[src/rtl/sys1_video_pkg.sv]
// Shared raster geometry for the arcade video path: default constants, the
// per-axis timing struct and a helper that sums it into a total count.
package sys1_video_pkg;

   localparam int unsigned CNT_W     = 9;
   localparam int unsigned MAX_TOTAL = 512;

   localparam int unsigned DEF_H_ACTIVE = 256;
   localparam int unsigned DEF_H_FP     = 40;
   localparam int unsigned DEF_H_SYNC   = 32;
   localparam int unsigned DEF_H_BP     = 56;
   localparam int unsigned DEF_V_ACTIVE = 224;
   localparam int unsigned DEF_V_FP     = 3;
   localparam int unsigned DEF_V_SYNC   = 7;
   localparam int unsigned DEF_V_BP     = 29;

   typedef struct packed {
      logic [9:0] active;
      logic [9:0] fp;
      logic [9:0] sync;
      logic [9:0] bp;
   } timing_t;

   function automatic int unsigned timing_total(timing_t t);
      return 32'(t.active) + 32'(t.fp) + 32'(t.sync) + 32'(t.bp);
   endfunction

endpackage

[src/rtl/sync_axis.sv]
// One raster axis: position counter, blank/sync decode and the sync-shift latch.
// Used twice, horizontal stepped by the pixel enable and vertical by the line wrap.
module sync_axis
   import sys1_video_pkg::*;
#(
   parameter timing_t     TIM   = '{active: 10'(DEF_H_ACTIVE), fp: 10'(DEF_H_FP),
                                    sync: 10'(DEF_H_SYNC), bp: 10'(DEF_H_BP)},
   parameter int unsigned ADJ_W = 4
) (
   input  logic                    i_clk,
   input  logic                    i_reset,
   input  logic                    i_step,
   input  logic                    i_latch,
   input  logic signed [ADJ_W-1:0] i_adj,
   output logic [CNT_W-1:0]        o_cnt,
   output logic                    o_blank,
   output logic                    o_sync,
   output logic                    o_wrap
);

   localparam int unsigned TOTAL = timing_total(TIM);
   localparam logic [9:0]  SYNC0 = TIM.active + TIM.fp;

   logic [CNT_W-1:0]        r_cnt;
   logic signed [ADJ_W-1:0] r_adj;
   logic                    w_last;
   logic signed [9:0]       w_cnt;
   logic signed [9:0]       w_adj;
   logic signed [9:0]       w_sync_lo;
   logic signed [9:0]       w_sync_hi;

   assign w_last = ({1'b0, r_cnt} == 10'(TOTAL - 1));
   assign o_wrap = i_step && w_last;
   assign o_cnt  = r_cnt;

   always_ff @(posedge i_clk) begin
      if (i_reset) begin
         r_cnt <= '0;
         r_adj <= '0;
      end else begin
         if (i_step) begin
            r_cnt <= w_last ? '0 : r_cnt + 9'd1;
         end
         // Shift is sampled only at the frame boundary so a frame never tears.
         if (i_latch) begin
            r_adj <= i_adj;
         end
      end
   end

   assign w_cnt     = $signed({1'b0, r_cnt});
   assign w_adj     = {{(10 - ADJ_W){r_adj[ADJ_W-1]}}, r_adj};
   assign w_sync_lo = $signed(SYNC0) + w_adj;
   assign w_sync_hi = w_sync_lo + $signed(TIM.sync);

   assign o_blank = (w_cnt >= $signed(TIM.active));
   assign o_sync  = (w_cnt >= w_sync_lo) && (w_cnt < w_sync_hi);

endmodule

[src/rtl/video_timing_gen.sv]
// Configurable raster timing generator: chains the horizontal and vertical axes
// and registers blank, sync, gated pixel data and line/frame pulses.
module video_timing_gen
   import sys1_video_pkg::*;
#(
   parameter int unsigned H_ACTIVE = DEF_H_ACTIVE,
   parameter int unsigned H_FP     = DEF_H_FP,
   parameter int unsigned H_SYNC   = DEF_H_SYNC,
   parameter int unsigned H_BP     = DEF_H_BP,
   parameter int unsigned V_ACTIVE = DEF_V_ACTIVE,
   parameter int unsigned V_FP     = DEF_V_FP,
   parameter int unsigned V_SYNC   = DEF_V_SYNC,
   parameter int unsigned V_BP     = DEF_V_BP,
   parameter int          HPOS_OFS = 0,
   parameter int unsigned RGB_W    = 8
) (
   input  logic              clk48M,
   input  logic              reset,
   input  logic              pce,
   input  logic signed [3:0] h_adj,
   input  logic signed [1:0] v_adj,
   input  logic [RGB_W-1:0]  irgb,
   output logic [8:0]        hpos,
   output logic [8:0]        vpos,
   output logic [RGB_W-1:0]  orgb,
   output logic              hblank,
   output logic              vblank,
   output logic              hsync_n,
   output logic              vsync_n,
   output logic              line_start,
   output logic              frame_start
);

   localparam timing_t H_TIM = '{active: 10'(H_ACTIVE), fp: 10'(H_FP),
                                 sync: 10'(H_SYNC), bp: 10'(H_BP)};
   localparam timing_t V_TIM = '{active: 10'(V_ACTIVE), fp: 10'(V_FP),
                                 sync: 10'(V_SYNC), bp: 10'(V_BP)};
   localparam int unsigned HT = H_ACTIVE + H_FP + H_SYNC + H_BP;
   localparam int unsigned VT = V_ACTIVE + V_FP + V_SYNC + V_BP;

   // Porch minimums guarantee the shifted sync never leaves blanking.
   if (H_FP < 8 || H_BP < 8 || V_FP < 2 || V_BP < 2 || HT > MAX_TOTAL || VT > MAX_TOTAL)
   begin : g_geometry_err
      $error("video_timing_gen: illegal raster geometry");
   end

   logic [8:0]       w_hcnt;
   logic [8:0]       w_vcnt;
   logic             w_hblank;
   logic             w_vblank;
   logic             w_hsync;
   logic             w_vsync;
   logic             w_h_wrap;
   logic             w_v_wrap;

   logic [RGB_W-1:0] r_orgb;
   logic             r_hblank;
   logic             r_vblank;
   logic             r_hsync_n;
   logic             r_vsync_n;
   logic             r_line_start;
   logic             r_frame_start;

   sync_axis #(
      .TIM   (H_TIM),
      .ADJ_W (4)
   ) u_h_axis (
      .i_clk   (clk48M),
      .i_reset (reset),
      .i_step  (pce),
      .i_latch (w_v_wrap),
      .i_adj   (h_adj),
      .o_cnt   (w_hcnt),
      .o_blank (w_hblank),
      .o_sync  (w_hsync),
      .o_wrap  (w_h_wrap)
   );

   sync_axis #(
      .TIM   (V_TIM),
      .ADJ_W (2)
   ) u_v_axis (
      .i_clk   (clk48M),
      .i_reset (reset),
      .i_step  (w_h_wrap),
      .i_latch (w_v_wrap),
      .i_adj   (v_adj),
      .o_cnt   (w_vcnt),
      .o_blank (w_vblank),
      .o_sync  (w_vsync),
      .o_wrap  (w_v_wrap)
   );

   always_ff @(posedge clk48M) begin
      if (reset) begin
         r_orgb        <= '0;
         r_hblank      <= 1'b1;
         r_vblank      <= 1'b1;
         r_hsync_n     <= 1'b1;
         r_vsync_n     <= 1'b1;
         r_line_start  <= 1'b0;
         r_frame_start <= 1'b0;
      end else begin
         r_line_start  <= w_h_wrap;
         r_frame_start <= w_v_wrap;
         if (pce) begin
            r_orgb    <= (w_hblank || w_vblank) ? '0 : irgb;
            r_hblank  <= w_hblank;
            r_vblank  <= w_vblank;
            r_hsync_n <= ~w_hsync;
            r_vsync_n <= ~w_vsync;
         end
      end
   end

   // Modulo-512 add gives the wrapped coordinate for negative offsets.
   assign hpos        = w_hcnt + 9'(HPOS_OFS);
   assign vpos        = w_vcnt;
   assign orgb        = r_orgb;
   assign hblank      = r_hblank;
   assign vblank      = r_vblank;
   assign hsync_n     = r_hsync_n;
   assign vsync_n     = r_vsync_n;
   assign line_start  = r_line_start;
   assign frame_start = r_frame_start;

endmodule

[config.mk]
export PLATFORM = sky130hd
export DESIGN_NAME = video_timing_gen
export DESIGN_NICKNAME = d
export VERILOG_FILES = /design/src/rtl/sys1_video_pkg.sv /design/src/rtl/sync_axis.sv /design/src/rtl/video_timing_gen.sv
export SDC_FILE = /design/constraint.sdc
export NUM_CORES = 1
export LEC_CHECK = 0
export ABC_CLOCK_PERIOD_IN_PS = 2800
export CAP_MARGIN = 20
export CORE_MARGIN = 5
export CORE_UTILIZATION = 49
export DETAILED_ROUTE_END_ITERATION = 12
export GPL_TIMING_DRIVEN = 0
export MAX_ROUTING_LAYER = met4
export PLACE_DENSITY = 0.87
export SETUP_SLACK_MARGIN = 0.2
export SLEW_MARGIN = 20
export SYNTH_ARGS = -nofsm -noshare
export SYNTH_HDL_FRONTEND = slang
export SYNTH_HIERARCHICAL = 1
export SYNTH_SLANG_ARGS = --single-unit
[constraint.sdc]
create_clock -name clk48M -period 2.8 [get_ports clk48M]
set_input_delay 0.56 -clock clk48M [delete_from_list [all_inputs] [get_ports clk48M]]
set_output_delay 0.56 -clock clk48M [all_outputs]
set_load 0.02 [all_outputs]
### Yosys cells after proc, flatten, opt, wreduce, memory -nomap -nowiden

Cells that the tools add are included.

* bitwise gates (word level): 2
* mux-type cells: 3
* equal/unequal tests: 2
* add/subtract/negate cells: 6
* order comparisons: 6
* reductions and logical operators: 5

Operators with widths (count)
* 10-bit greater-or-equal comparator: 2
* 10-bit less-than comparator: 2
* 9-bit by 1-bit adder with 9-bit output, second input constant: 2
* 9-bit equality test, second input constant: 2
* 9-bit 2-to-1 mux: 2
* 10-bit by 4-bit adder with 10-bit output, first input constant: 1
* 10-bit by 4-bit adder with 10-bit output, second input constant: 1
* 10-bit by 7-bit adder with 10-bit output, second input constant: 1
* 9-bit by 2-bit adder with 10-bit output, first input constant: 1
* 9-bit by 8-bit greater-or-equal comparator with 1-bit output, second input constant: 1
* 9-bit greater-or-equal comparator, second input constant: 1
* 8-bit 2-to-1 mux: 1
* 1-bit logical AND: 4
* 1-bit inverter: 2
* 1-bit logical OR: 1

* output and inout bits: 32
* register bits: 38

### Logic depth before layout (Yosys ltp)

* depth after elaboration: 5
* gate-level depth with buffers: 9
* depth with buffers taken out: 9

### Modules after synthesis

Netlist, hierarchy kept.

Modules (own cells, without submodules)
* sync_axis (u_v_axis): instances 1, cells each 85, area an instance 782.0 um^2
* sync_axis (u_h_axis): instances 1, cells each 82, area an instance 723.2 um^2
* video_timing_gen: instances 1, cells each 53, area an instance 558.0 um^2

### Worst setup path before layout

Ideal clock, no wire load.

* path type: register to register
* from: reg u_h_axis.r_cnt[1], in the netlist u_h_axis/o_cnt[1]
* to: reg u_h_axis.r_adj[0]
* setup time: 0.128 ns
* clock period less this slack: 2.125 ns
* path buffers: 2
* arrival time: 1.997 ns
* slack: 0.675 ns
* required time: 2.672 ns
* cell stages (with the launch flop): 9
* path through: dfxtp_1 > ha_1 > nand2_1 > nor3_2 > buf_4 > and4_1 > clkbuf_1 > mux2i_1 > nor2_1

* longest elaborated chain between the ends: 3

Ends and longest elaborated chain
* from (decl): RTL line sync_axis.sv:24 `logic [CNT_W-1:0] r_cnt;`
* from (signal assigned): RTL line sync_axis.sv:42 `r_cnt <= w_last ? '0 : r_cnt + 9'd1;`
* 9-bit equality test: RTL line sync_axis.sv:32 `assign w_last = ({1'b0, r_cnt} == 10'(TOTAL - 1));`
* 1-bit logical AND: RTL line sync_axis.sv:33 `assign o_wrap = i_step && w_last;`
* via w_h_wrap: RTL line video_timing_gen.sv:53 `logic w_h_wrap;`
* 1-bit logical AND: RTL line sync_axis.sv:33
* via w_v_wrap: RTL line video_timing_gen.sv:54 `logic w_v_wrap;`
* to (signal assigned): RTL line sync_axis.sv:46 `r_adj <= i_adj;`
* to (decl): RTL line sync_axis.sv:25 `logic signed [ADJ_W-1:0] r_adj;`

The timed path passes the listed nets, and every way through them passes these cells.
A chain may end at the register's enable or synchronous reset.

### Final worst setup path

Ends and elaborated chain as after synthesis.

==> impl_metrics.csv <==
group,metric,value,unit
place,dp_hpwl,3289,um
synth,synth_area_leaders,"dfxtp_1 (37%), ha_1 (12%), nand4bb_1 (4.4%)",
synth,synth.most_common_cell,"dfxtp_1",
sta,layout_setup_ws,0.5911,ns
synth,netlist.area_leader.share,36.87,%
outcome,status,"finished, final reports clean",
min_path,min-delay-start,"orgb[0]",
place,place.gp.congestion,0.8060,
grt,antenna_found_initial,0,
layout,fin_cells,326,
synth,ys.flop_type,"dfxtp_1",
setup_path,cp-end-kind,"flop",
drt,route.detailed.drc,0,
sta,fmax,452.7,MHz
place,dp.cells,318,
sta,tns,0,ns
drt,first_iter_violations,86,
clock_tree,cts_tree,"yes",
setup_path,r2r_end,"u_h_axis/r_adj[0]",
setup_path,worstPathCellList,"ha_1 > nand2_1 > nor3_2 > buf_4 > and4_2 > clkbuf_2 > mux2i_1 > nor2_1",
setup_path,r2r_slack,0.59,ns
synth,syn_area,0.002063,mm^2
synth,syn_nets,257,
clock_tree,clkTransAtPathRegs,0.08,ns
synth,ys_types,47,
setup_path,critPathKind,"reg -> reg",
synth,postSynth.asyncResetShare,0,%
drt,antenna_left,0,
layout,nNetsFinal,312,
drt,wl_per_cell,14.11,um
synth,synth_common_cells,"dfxtp_1 (38), nor2_1 (21), ha_1 (20)",
sta,whs,0.4724,ns
setup_path,path_max_fanout,8,
sta,fin_crit_sh,78.89,%
synth,syn_inst,220,
clock_tree,cts_buffers,5,
layout,antenna_cells,0,
drt,routed_wl,4601,um
setup_path,critPathRequiredTime,2.97,ns
sta,rsz0062_at_grt,"false",
grt,grt_max_degree,14,
drt,routed_via_density,5.353,
floorplan,core_area,0.004029,mm^2
floorplan,chipWidth,74.89,um
floorplan,num_io_pins,49,
setup_path,cpMaxStageDelayCell,"dfxtp_1",
drt,first_pass_iters,4,
sta,period_needed,2.209,ns
synth,ys_warn_count,6,
min_path,hold_end,"orgb[0]",
pwr,powerDensity,447.4,mW/mm^2
drt,vias,1745,
synth,synth_edf_count,0,
min_path,hold_depth,2,
layout,drive_above_1_share,9.058,%
sta,finClkSkew,0.008741,ns
setup_path,cp.arrival,2.37,ns
clock_tree,cts_num_sinks,38,
pwr,power.total,1.231,mW
floorplan,die_area,0.005609,mm^2
sta,drv_slew,0,
floorplan,start_util,51.21,%
run,cap_violations,0,
setup_path,cp-start-kind,"flop",
grt,globalRouteOverflowTotal,0,
pwr,leakage,1.047,nW
synth,avgSynthCellArea,9.378,um^2
place,dp_slack,-0.1896,ns
grt,grt_pass1_vias,1764,
clock_tree,clk_latency,0.29,ns
clock_tree,root_buffer,"clkbuf_8",
setup_path,slowest_delay,0.48,ns
grt,grt_usage,18.36,%
synth,ys_ff_latch,38,
grt,grt_pass1_wl,7824,um
setup_path,regToRegStartpoint,"u_h_axis/o_cnt[1]",
clock_tree,cts_buffer_depth,2,
min_path,min_path_type,"reg -> reg",
sta,setup_viol,0,
setup_path,reg2regPathDepth,8,
layout,syn2layout_area_growth,33.35,%
clock_tree,hold_buffers,0,
clock_tree,cts_max_level,2,
floorplan,rows,23,
place,port_buffers,48,
synth,yosys.area.top_type,"dfxtp_1",
synth,yosysSeqAreaShare,36.87,%
sta,final_hold_viol_count,0,
pwr,irDropWorstVdd,0.0002786,V
floorplan,die_h,74.89,um
[metrics by stage]
step                instance area, um^2  utilization [%]
floorplan                          2063                -
global placement                   2606            64.69
detailed placement                 2606            64.69
CTS                                2748            68.20
global route                       2751            68.29
finish                             2751            68.29
[report_power, final]
| group | switching (mW) | internal, mW |
|---|---|---|
| Sequential | 0.0102 | 0.551 |
| Clock | 0.201 | 0.357 |
| Combinational | 0.0517 | 0.0598 |
[how the worst max path moves through the flow]
stage	slack, ns	depth (start not counted)	start	end
after CTS	0.22	9	pce	u_h_axis/r_adj[0]
after global placement	-0.16	9	pce	u_h_axis/r_adj[0]
after global routing	0.44	8	u_h_axis/o_cnt[1]	u_h_axis/r_adj[3]
after detailed placement	-0.19	9	pce	u_h_axis/r_adj[0]
final	0.59	8	u_h_axis/o_cnt[1]	u_h_axis/r_adj[0]
after floorplan	0.68	8	u_h_axis/o_cnt[1]	u_h_axis/r_adj[0]
[cell type report]
cell class / count / area [um^2]
fillers: 328 / 1277
multi-input cells: 162 / 1210
flip-flops and latches: 38 / 760.7
repair buffers: 48 / 483.0
clock buffers: 5 / 68.82
clock inverters: 3 / 68.82
well taps: 50 / 62.56
plain buffers: 10 / 60.06
inverters: 10 / 37.54
[registers in the layout, summed over array words and instances, names as in the netlist, 2 cells and up]
name / count
u_v_axis/r_adj: 2
u_h_axis/o_cnt: 9
u_v_axis/o_cnt: 9
u_h_axis/r_adj: 4
orgb: 8
[routing by layer]
metal	share of wire [%]	vias up	GRT usage, %	routed length (um)
met5	0	-	-	0
met4	1.3	0	5.534	59
met3	5.5	8	5.340	253
met2	49	38	30.27	2234
met1	45	822	21.58	2054
li1	-	877	-	-
[worst max-delay path: cells and delay by family, from the launching register on]
family | cells | cell delay [ns]
AND/OR/NAND/NOR | 4 | 0.72
multiplexers | 1 | 0.20
buffers and inverters | 2 | 0.41
flip-flops | 1 | 0.48
adder cells (fa/ha/maj) | 1 | 0.27
[cells by family after synthesis]
family                     synth area share, %
muxes                                    3.881
xor gates and xnor gates                 5.519
and+or+nand+nor                          26.38
AOI/OAI and AO/OA                        10.49
other                                   0.1818
DFF                                      36.87
adders and majority gates                12.13
buffers and inverters                    4.548
[timing repair]
action / in CTS / in global routing
pin swaps: 0 / 0
setup endpoints to repair: 4 / 5
setup buffers: 0 / 0
gates resized for setup: 2 / 2
hold endpoints to repair: 0 / 0
[layout by cell type, fill, tap and decap left out, types with 2 or more instances in the layout]
master / count
a211o_1: 3
a21o_1: 3
a21oi_1: 13
buf_2: 2
buf_4: 3
bufinv_16: 2
clkbuf_1: 3
clkbuf_8: 5
clkdlybuf4s50_1: 47
dfxtp_1: 38
ha_1: 20
inv_1: 10
mux2i_1: 8
nand2_1: 11
nand2b_1: 9
nand3_1: 5
nand4_1: 7
nand4bb_1: 8
nor2_1: 21
nor2b_1: 5
nor3_1: 2
nor4bb_1: 2
o21ai_0: 6
or2_1: 2
or3_1: 2
xnor2_1: 5
xor2_1: 8
(Power assumes the default switching activity.)
